==> src/rtl/pipelined_tininess_rounder.sv <==
// Rounds a significand fraction by RISC-V rounding mode and reports carry, inexact,
// tininess-after-rounding and underflow through an elastic LAT-stage pipeline.
module pipelined_tininess_rounder #(
    parameter int FRAC_W = 52,
    parameter int LAT    = 2
) (
    input  logic              clock,
    input  logic              reset,
    input  logic              in_valid,
    output logic              in_ready,
    input  logic              in_sign,
    input  logic [FRAC_W+3:0] in_sig,
    input  logic [2:0]        in_rm,
    input  logic              flush,
    output logic              out_valid,
    input  logic              out_ready,
    output logic [FRAC_W-1:0] out_frac,
    output logic              out_cout,
    output logic              out_inexact,
    output logic              out_tininess,
    output logic              out_underflow,
    input  logic              flags_clr,
    output logic [1:0]        acc_flags
);

    typedef struct packed {
        logic [FRAC_W-1:0] frac;
        logic              cout;
        logic              inexact;
        logic              tininess;
        logic              underflow;
    } payload_t;

    logic              rnd_r;
    logic              rnd_s;
    logic              rnd_lsb;
    logic [1:0]        int_bits;
    logic [FRAC_W-1:0] frac_in;
    logic              round_up;
    logic [FRAC_W:0]   sum;
    payload_t          rnd;

    logic [LAT-1:0]    v_q, v_d;
    logic [LAT-1:0]    can_load;
    logic              all_full;
    payload_t          pay_q [LAT];
    payload_t          pay_d [LAT];
    logic [1:0]        acc_q, acc_d;
    logic              out_fire;

    assign rnd_s    = in_sig[0];
    assign rnd_r    = in_sig[1];
    assign rnd_lsb  = in_sig[2];
    assign frac_in  = in_sig[FRAC_W+1:2];
    assign int_bits = in_sig[FRAC_W+3:FRAC_W+2];

    always_comb begin
        // NOTE: every always_comb output gets a default first so no path can infer a latch.
        round_up = 1'b0;
        case (in_rm)
            3'd0:    round_up = rnd_r & (rnd_s | rnd_lsb);
            3'd2:    round_up = in_sign & (rnd_r | rnd_s);
            3'd3:    round_up = ~in_sign & (rnd_r | rnd_s);
            3'd4:    round_up = rnd_r;
            default: round_up = 1'b0;
        endcase
        sum           = {1'b0, frac_in} + {{FRAC_W{1'b0}}, round_up};
        rnd.frac      = sum[FRAC_W-1:0];
        rnd.cout      = sum[FRAC_W];
        rnd.inexact   = rnd_r | rnd_s;
        rnd.tininess  = (int_bits == 2'b00) | ((int_bits == 2'b01) & ~sum[FRAC_W]);
        rnd.underflow = rnd.tininess & rnd.inexact;
    end

    // A stage can take a new beat unless it and every stage after it are full with the output stalled.
    always_comb begin
        all_full = 1'b1;
        for (int i = 0; i < LAT; i++) begin
            all_full = 1'b1;
            for (int j = i; j < LAT; j++) all_full = all_full & v_q[j];
            can_load[i] = ~all_full | out_ready;
        end
    end

    assign in_ready = ~flush & can_load[0];
    assign out_fire = v_q[LAT-1] & out_ready;

    always_comb begin
        v_d   = v_q;
        pay_d = pay_q;
        if (can_load[0]) v_d[0] = in_valid & ~flush;
        if (in_valid & in_ready) pay_d[0] = rnd;
        for (int i = 1; i < LAT; i++) begin
            if (can_load[i]) begin
                v_d[i] = v_q[i-1];
                if (v_q[i-1] & ~flush) pay_d[i] = pay_q[i-1];
            end
        end
        if (flush) v_d = '0;
        acc_d = (flags_clr ? 2'b00 : acc_q)
              | (out_fire ? {pay_q[LAT-1].inexact, pay_q[LAT-1].underflow} : 2'b00);
    end

    always_ff @(posedge clock) begin
        // NOTE: sequential state uses non-blocking assignments so all flops update together.
        if (reset) begin
            v_q   <= '0;
            acc_q <= '0;
            pay_q <= '{default: '0};
        end else begin
            v_q   <= v_d;
            acc_q <= acc_d;
            pay_q <= pay_d;
        end
    end

    assign out_valid     = v_q[LAT-1];
    assign out_frac      = pay_q[LAT-1].frac;
    assign out_cout      = pay_q[LAT-1].cout;
    assign out_inexact   = pay_q[LAT-1].inexact;
    assign out_tininess  = pay_q[LAT-1].tininess;
    assign out_underflow = pay_q[LAT-1].underflow;
    assign acc_flags     = acc_q;

endmodule

==> config.mk <==
export PLATFORM = sky130hd
export DESIGN_NAME = pipelined_tininess_rounder
export DESIGN_NICKNAME = d
export VERILOG_FILES = /design/src/rtl/pipelined_tininess_rounder.sv
export SDC_FILE = /design/constraint.sdc
export NUM_CORES = 1
export LEC_CHECK = 0
export CAP_MARGIN = 0
export CORE_AREA = 2 2 110 112
export DETAILED_ROUTE_END_ITERATION = 7
export DIE_AREA = 0 0 112 114
export PLACE_DENSITY = 0.78
export SLEW_MARGIN = 20
export SYNTH_ARGS = -nofsm -noshare
export SYNTH_HDL_FRONTEND = slang
export SYNTH_SLANG_ARGS = --single-unit
export TNS_END_PERCENT = 100
==> constraint.sdc <==
create_clock -name clock -period 6.7 [get_ports clock]
set_clock_uncertainty 0.1 [all_clocks]
set_input_delay 1.34 -clock clock [delete_from_list [all_inputs] [get_ports clock]]
set_output_delay 1.34 -clock clock [all_outputs]
set_load 0.05 [all_outputs]
# Word level (Yosys, flattened, before mapping)
# Index checks and enable logic that the tools add are counted.
[op_classes]
n_addsub = 1
reduce_logical = 4
bitwise_logic = 22
n_mux = 3
n_eq_ne = 4
[ops]
columns = ["cell", "count"]
rows = [
  ["52-bit by 1-bit adder with 53-bit output", 1],
  ["1-bit bitwise AND", 11],
  ["3-bit by 2-bit equality test with 1-bit output, second input constant", 2],
  ["1-bit NOT", 5],
  ["1-bit bitwise OR", 5],
  ["2-bit two-way mux", 2],
  ["1-bit one-hot mux with 4 select lines", 1],
  ["3-bit equality test, second input constant", 1],
  ["3-bit zero test", 1],
  ["2-bit by 1-bit equality test with 1-bit output, second input constant", 1],
  ["2-bit zero test", 1],
  ["2-bit bitwise OR", 1],
  ["2-bit AND reduction", 1],
  ["2-bit OR reduction", 1],
]
[totals]
word_cells = 47
inputBits = 66
register_bits = 116

# Logic depth before layout (Yosys ltp)
[depth]
word_depth = 8
mapped_depth = 11

# Least setup slack after synthesis
# No wires, ideal clock.
[synth_path]
kind = "input port to flip-flop"
startpoint = "in in_sign"
endpoint = "reg pay_q[104] (netlist name)"
arrival_time_ns = 4.312
slack_ns = 2.166
required_ns = 6.478
n_path_buf = 1
stages = 11
path_cell_list = "xnor2_1 or4b_2 o21ai_0 ha_1 ha_1 nand3_1 or4_4 buf_6 or4b_4 and4_4 a311o_1"
[synth_via]
elab_chain_len = 4
elab_cells_between_ends = 5
[synth_lines]
columns = ["item", "line_no", "text"]
rows = [
  ["start: declaration", "11", "input logic in_sign,"],
  ["1-bit NOT", "63", "3'd3: round_up = ~in_sign & (rnd_r | rnd_s);"],
  ["1-bit bitwise AND", "63", ""],
  ["1-bit one-hot mux with 4 select lines *", "60", "case (in_rm)"],
  ["52-bit by 1-bit adder with 53-bit output *", "67", "sum = {1'b0, frac_in} + {{FRAC_W{1'b0}}, round_up};"],
  ["end signal: assignment", "113", "pay_q <= pay_d;"],
  ["end: declaration", "46", "payload_t pay_q [LAT];"],
]
# Every way passes the cells marked *; elsewhere a longest branch is shown, timed or not.
# A chain may end at the register's enable or synchronous reset.

# Worst setup path after layout
[layout_path]
startpoint = "in in_sig[1]"
endpoint = "reg pay_q[104] (netlist name)"
[layout_via]
elab_chain_len = 4
elab_cells_between_ends = 6
[layout_lines]
columns = ["item", "line_no", "text"]
rows = [
  ["start: declaration", "12", "input logic [FRAC_W+3:0] in_sig,"],
  ["1-bit bitwise OR", "62, 63", ""],
  ["1-bit bitwise AND, on equally long branches", "63, 62", ""],
  ["1-bit one-hot mux with 4 select lines *", "60", ""],
  ["52-bit by 1-bit adder with 53-bit output *", "67", ""],
]
# Marked as above.

==> flow_summary.ini <==
[placed_design]
dp_hpwl_microns = 10390
gp_congestion = 0.9035
placed_area_sq_um = 6586
port_buffers = 125
pre_cts_ws_ns = 1.546

[routing]
first_pass_iters = 6
wl_per_cell_microns = 16.24
ant_nets = 0
viasPerCell = 5.612
vias = 5202
wl_microns = 15050
drc = 0
drtIter0Drc = 354

[cts]
cts_tree = done
clkTransAtPathRegs_ns = 0.05
cts_inserted_buffers = 17
cts_hold_buf = 0
cts-resized-gates = 0
ctsRootBufferMaster = clkbuf_16
cts.sinks = 116
postCtsSetupBuffers = 0
clockBufferDepth = 2
clkLatencyLatePin_ns = 0.42
htreeDepth = 4

[synthesis]
syn_avg_cell_area_sq_um = 7.945
netlist_instances = 717
syn-cell-area_sq_um = 5697
synth_seq_area_share_pct = 40.76
synth_cell_types = 49
syn-num-nets = 785
yosysTopAreaCell = dfxtp_1
netlist.area_leader.share_pct = 40.76
synth_area_leaders = dfxtp_1 41%, nand2_1 9.0%, buf_4 6.9%
yosys_warnings = 0
ys_seq_elements = 116

[critical_path]
critical_path.max_fanout = 9
critPathArrivalTime_ns = 4.96
cp.required_ns = 6.90
critPathKind = in -> reg
cp_slowest_stage_delay_ns = 0.65
start_kind = input port
path_cells = clkdlybuf4s50_1, nor2_1, or4b_2, o21ai_0, ha_1, ha_1, nand3_1, or4_4, or4b_4, and4_4, a311o_1
worst_path_most_repeated_cell = ha_1
slowest_stage = or4_4
endpoint_kind = flip-flop

[timing]
setup_viol = 0
slew_headroom_pct = 29.91
rsz0062_at_grt = false
min_period_ns = 4.757
final-hold-violation-count = 0
fin_crit_sh_pct = 71.00
fin_tns_setup_ns = 0
worstMarginPinSlew_ns = 1.048
fmax_mhz = 210.2
postLayoutSetupSlackWorst_ns = 1.943
fin_hold_ws_ns = 0.3513
slew_viol_final = 0

[die]
core-area_sq_um = 11710
fp.dieH_microns = 114
start_util_pct = 48.64
ios = 126
rows = 40
die_x_microns = 112
dieArea_sq_um = 12770

[layout]
diodes = 0
drive_above_1_share_pct = 6.282
final_nets = 836
final_cell_area_sq_um = 7216
syn_to_final_growth_pct = 26.66
final_core_util_pct = 61.61

[global_route]
grt_max_degree = 72
antenna_found_initial = 0
grt_usage_pct = 23.13
grt_pass1_wl_microns = 23640
overflow = 0
grt_pass1_vias = 4855

[worst_hold_path]
hold_class = reg -> reg

[run]
maxCapViolCount = 0

[pwr]
power.density_nw_per_um2 = 256.0
ir_worst_vdd_uv = 129.4
power.leakage_nw = 2.381

[status]
outcome = complete, no violations
-- kinds of logic after synthesis --
group	Yosys count	synth area share, %
simple gates	329	27.94
compound gates	123	13.40
flops	116	40.76
buf+inv	105	10.89
xor+xnor	38	5.842
mux	4	0.7248
fa+ha+maj	2	0.4392
-- where the power goes --
group	internal, W	leakage (nW)	total [W]	switching [W]
Clock	0.000633	0.299	0.000949	0.000316
Combinational	0.0000724	1.14	0.000168	0.0000959
Sequential	0.000716	0.945	0.000730	0.0000143
-- cell usage after synthesis (all sizes together) --
master,n
o21ai,9
clkbuf,29
and2,1
a41oi,1
mux2i,3
a32oi,2
or3b,1
a311oi,3
nor4b,4
a22o,2
dfxtp,116
a311o,1
buf,68
or2,1
nand3,22
nor2,58
or4b,3
a21oi,60
ha,2
a211oi,40
and3,14
a211o,1
xor2,8
nor2b,1
nor3b,2
nand2,137
mux2,1
or4,3
a31o,1
and4,9
a31oi,2
inv,8
nor3,22
xnor2,30
nor4,22
o21a,1
or3,9
nand4,20
-- critical path: cells and delay by family --
family | cells | cell delay (ns)
simple gates | 6 | 2.26
buf+inv | 1 | 0.48
compound gates | 2 | 0.40
fa+ha+maj | 2 | 0.46
-- per-stage QoR --
step / power [W] / std cells
2_1_floorplan: 0.0008328 / 717
3_3_place_gp: 0.0009053 / 896
3_5_place_dp: 0.0009092 / 896
4_1_cts: 0.001855 / 927
5_1_grt: 0.001904 / 927
6_report: 0.001847 / 927
-- layer usage --
metal	up-vias	GRT usage [%]	share of wire [%]
met4	0	7.642	1.6
li1	2567	-	-
met1	2440	29.22	45
met5	-	0	0
met2	172	38.79	48
met3	23	6.057	5.4
-- layout make-up --
class	instances	area [sq um]
multi-input cells	496	2780
well taps	147	183.9
flip-flops and latches	116	2322
repair buffers	129	1279
fillers	1053	4496
clock buffers	24	501.7
inverters	8	30.03
clock inverters	7	118.9
-- path summary, 6_finish.rpt --
check / from / end / depth (start not counted) / slack [ns]
setup / recovery: in_sig[1] / pay_q[104] / 11 / 1.94
hold reg to reg: out_frac[0] / out_frac[0] / 2 / 0.35
hold / removal: out_frac[0] / out_frac[0] / 2 / 0.35
setup reg to reg: v_q[1] / pay_q[111] / 6 / 3.94
-- sequential cells by signal (all words and copies together) (netlist names) --
signal,cells
v_q,2
pay_q,56
out_cout,1
out_inexact,1
out_underflow,1
out_tininess,1
out_frac,52
acc_flags,2
-- layout by cell type (no fill, tap or decap), drive strengths merged, types with 3 or more instances in the layout --
cell           synthesis  layout
nand2                137     137
clkdlybuf4s50          0     124
dfxtp                116     116
a21oi                 60      60
nor2                  58      58
a211oi                40      40
xnor2                 30      30
clkbuf                29      24
nor3                  22      22
nand3                 22      22
nor4                  22      22
nand4                 20      20
and3                  14      14
o21ai                  9       9
inv                    8       9
and4                   9       9
or3                    9       9
xor2                   8       8
buf                   68       5
nor4b                  4       4
mux2i                  3       3
a311oi                 3       3
bufinv                 0       3
or4                    3       3
or4b                   3       3
No activity file was read; power rests on OpenSTA's default activity.
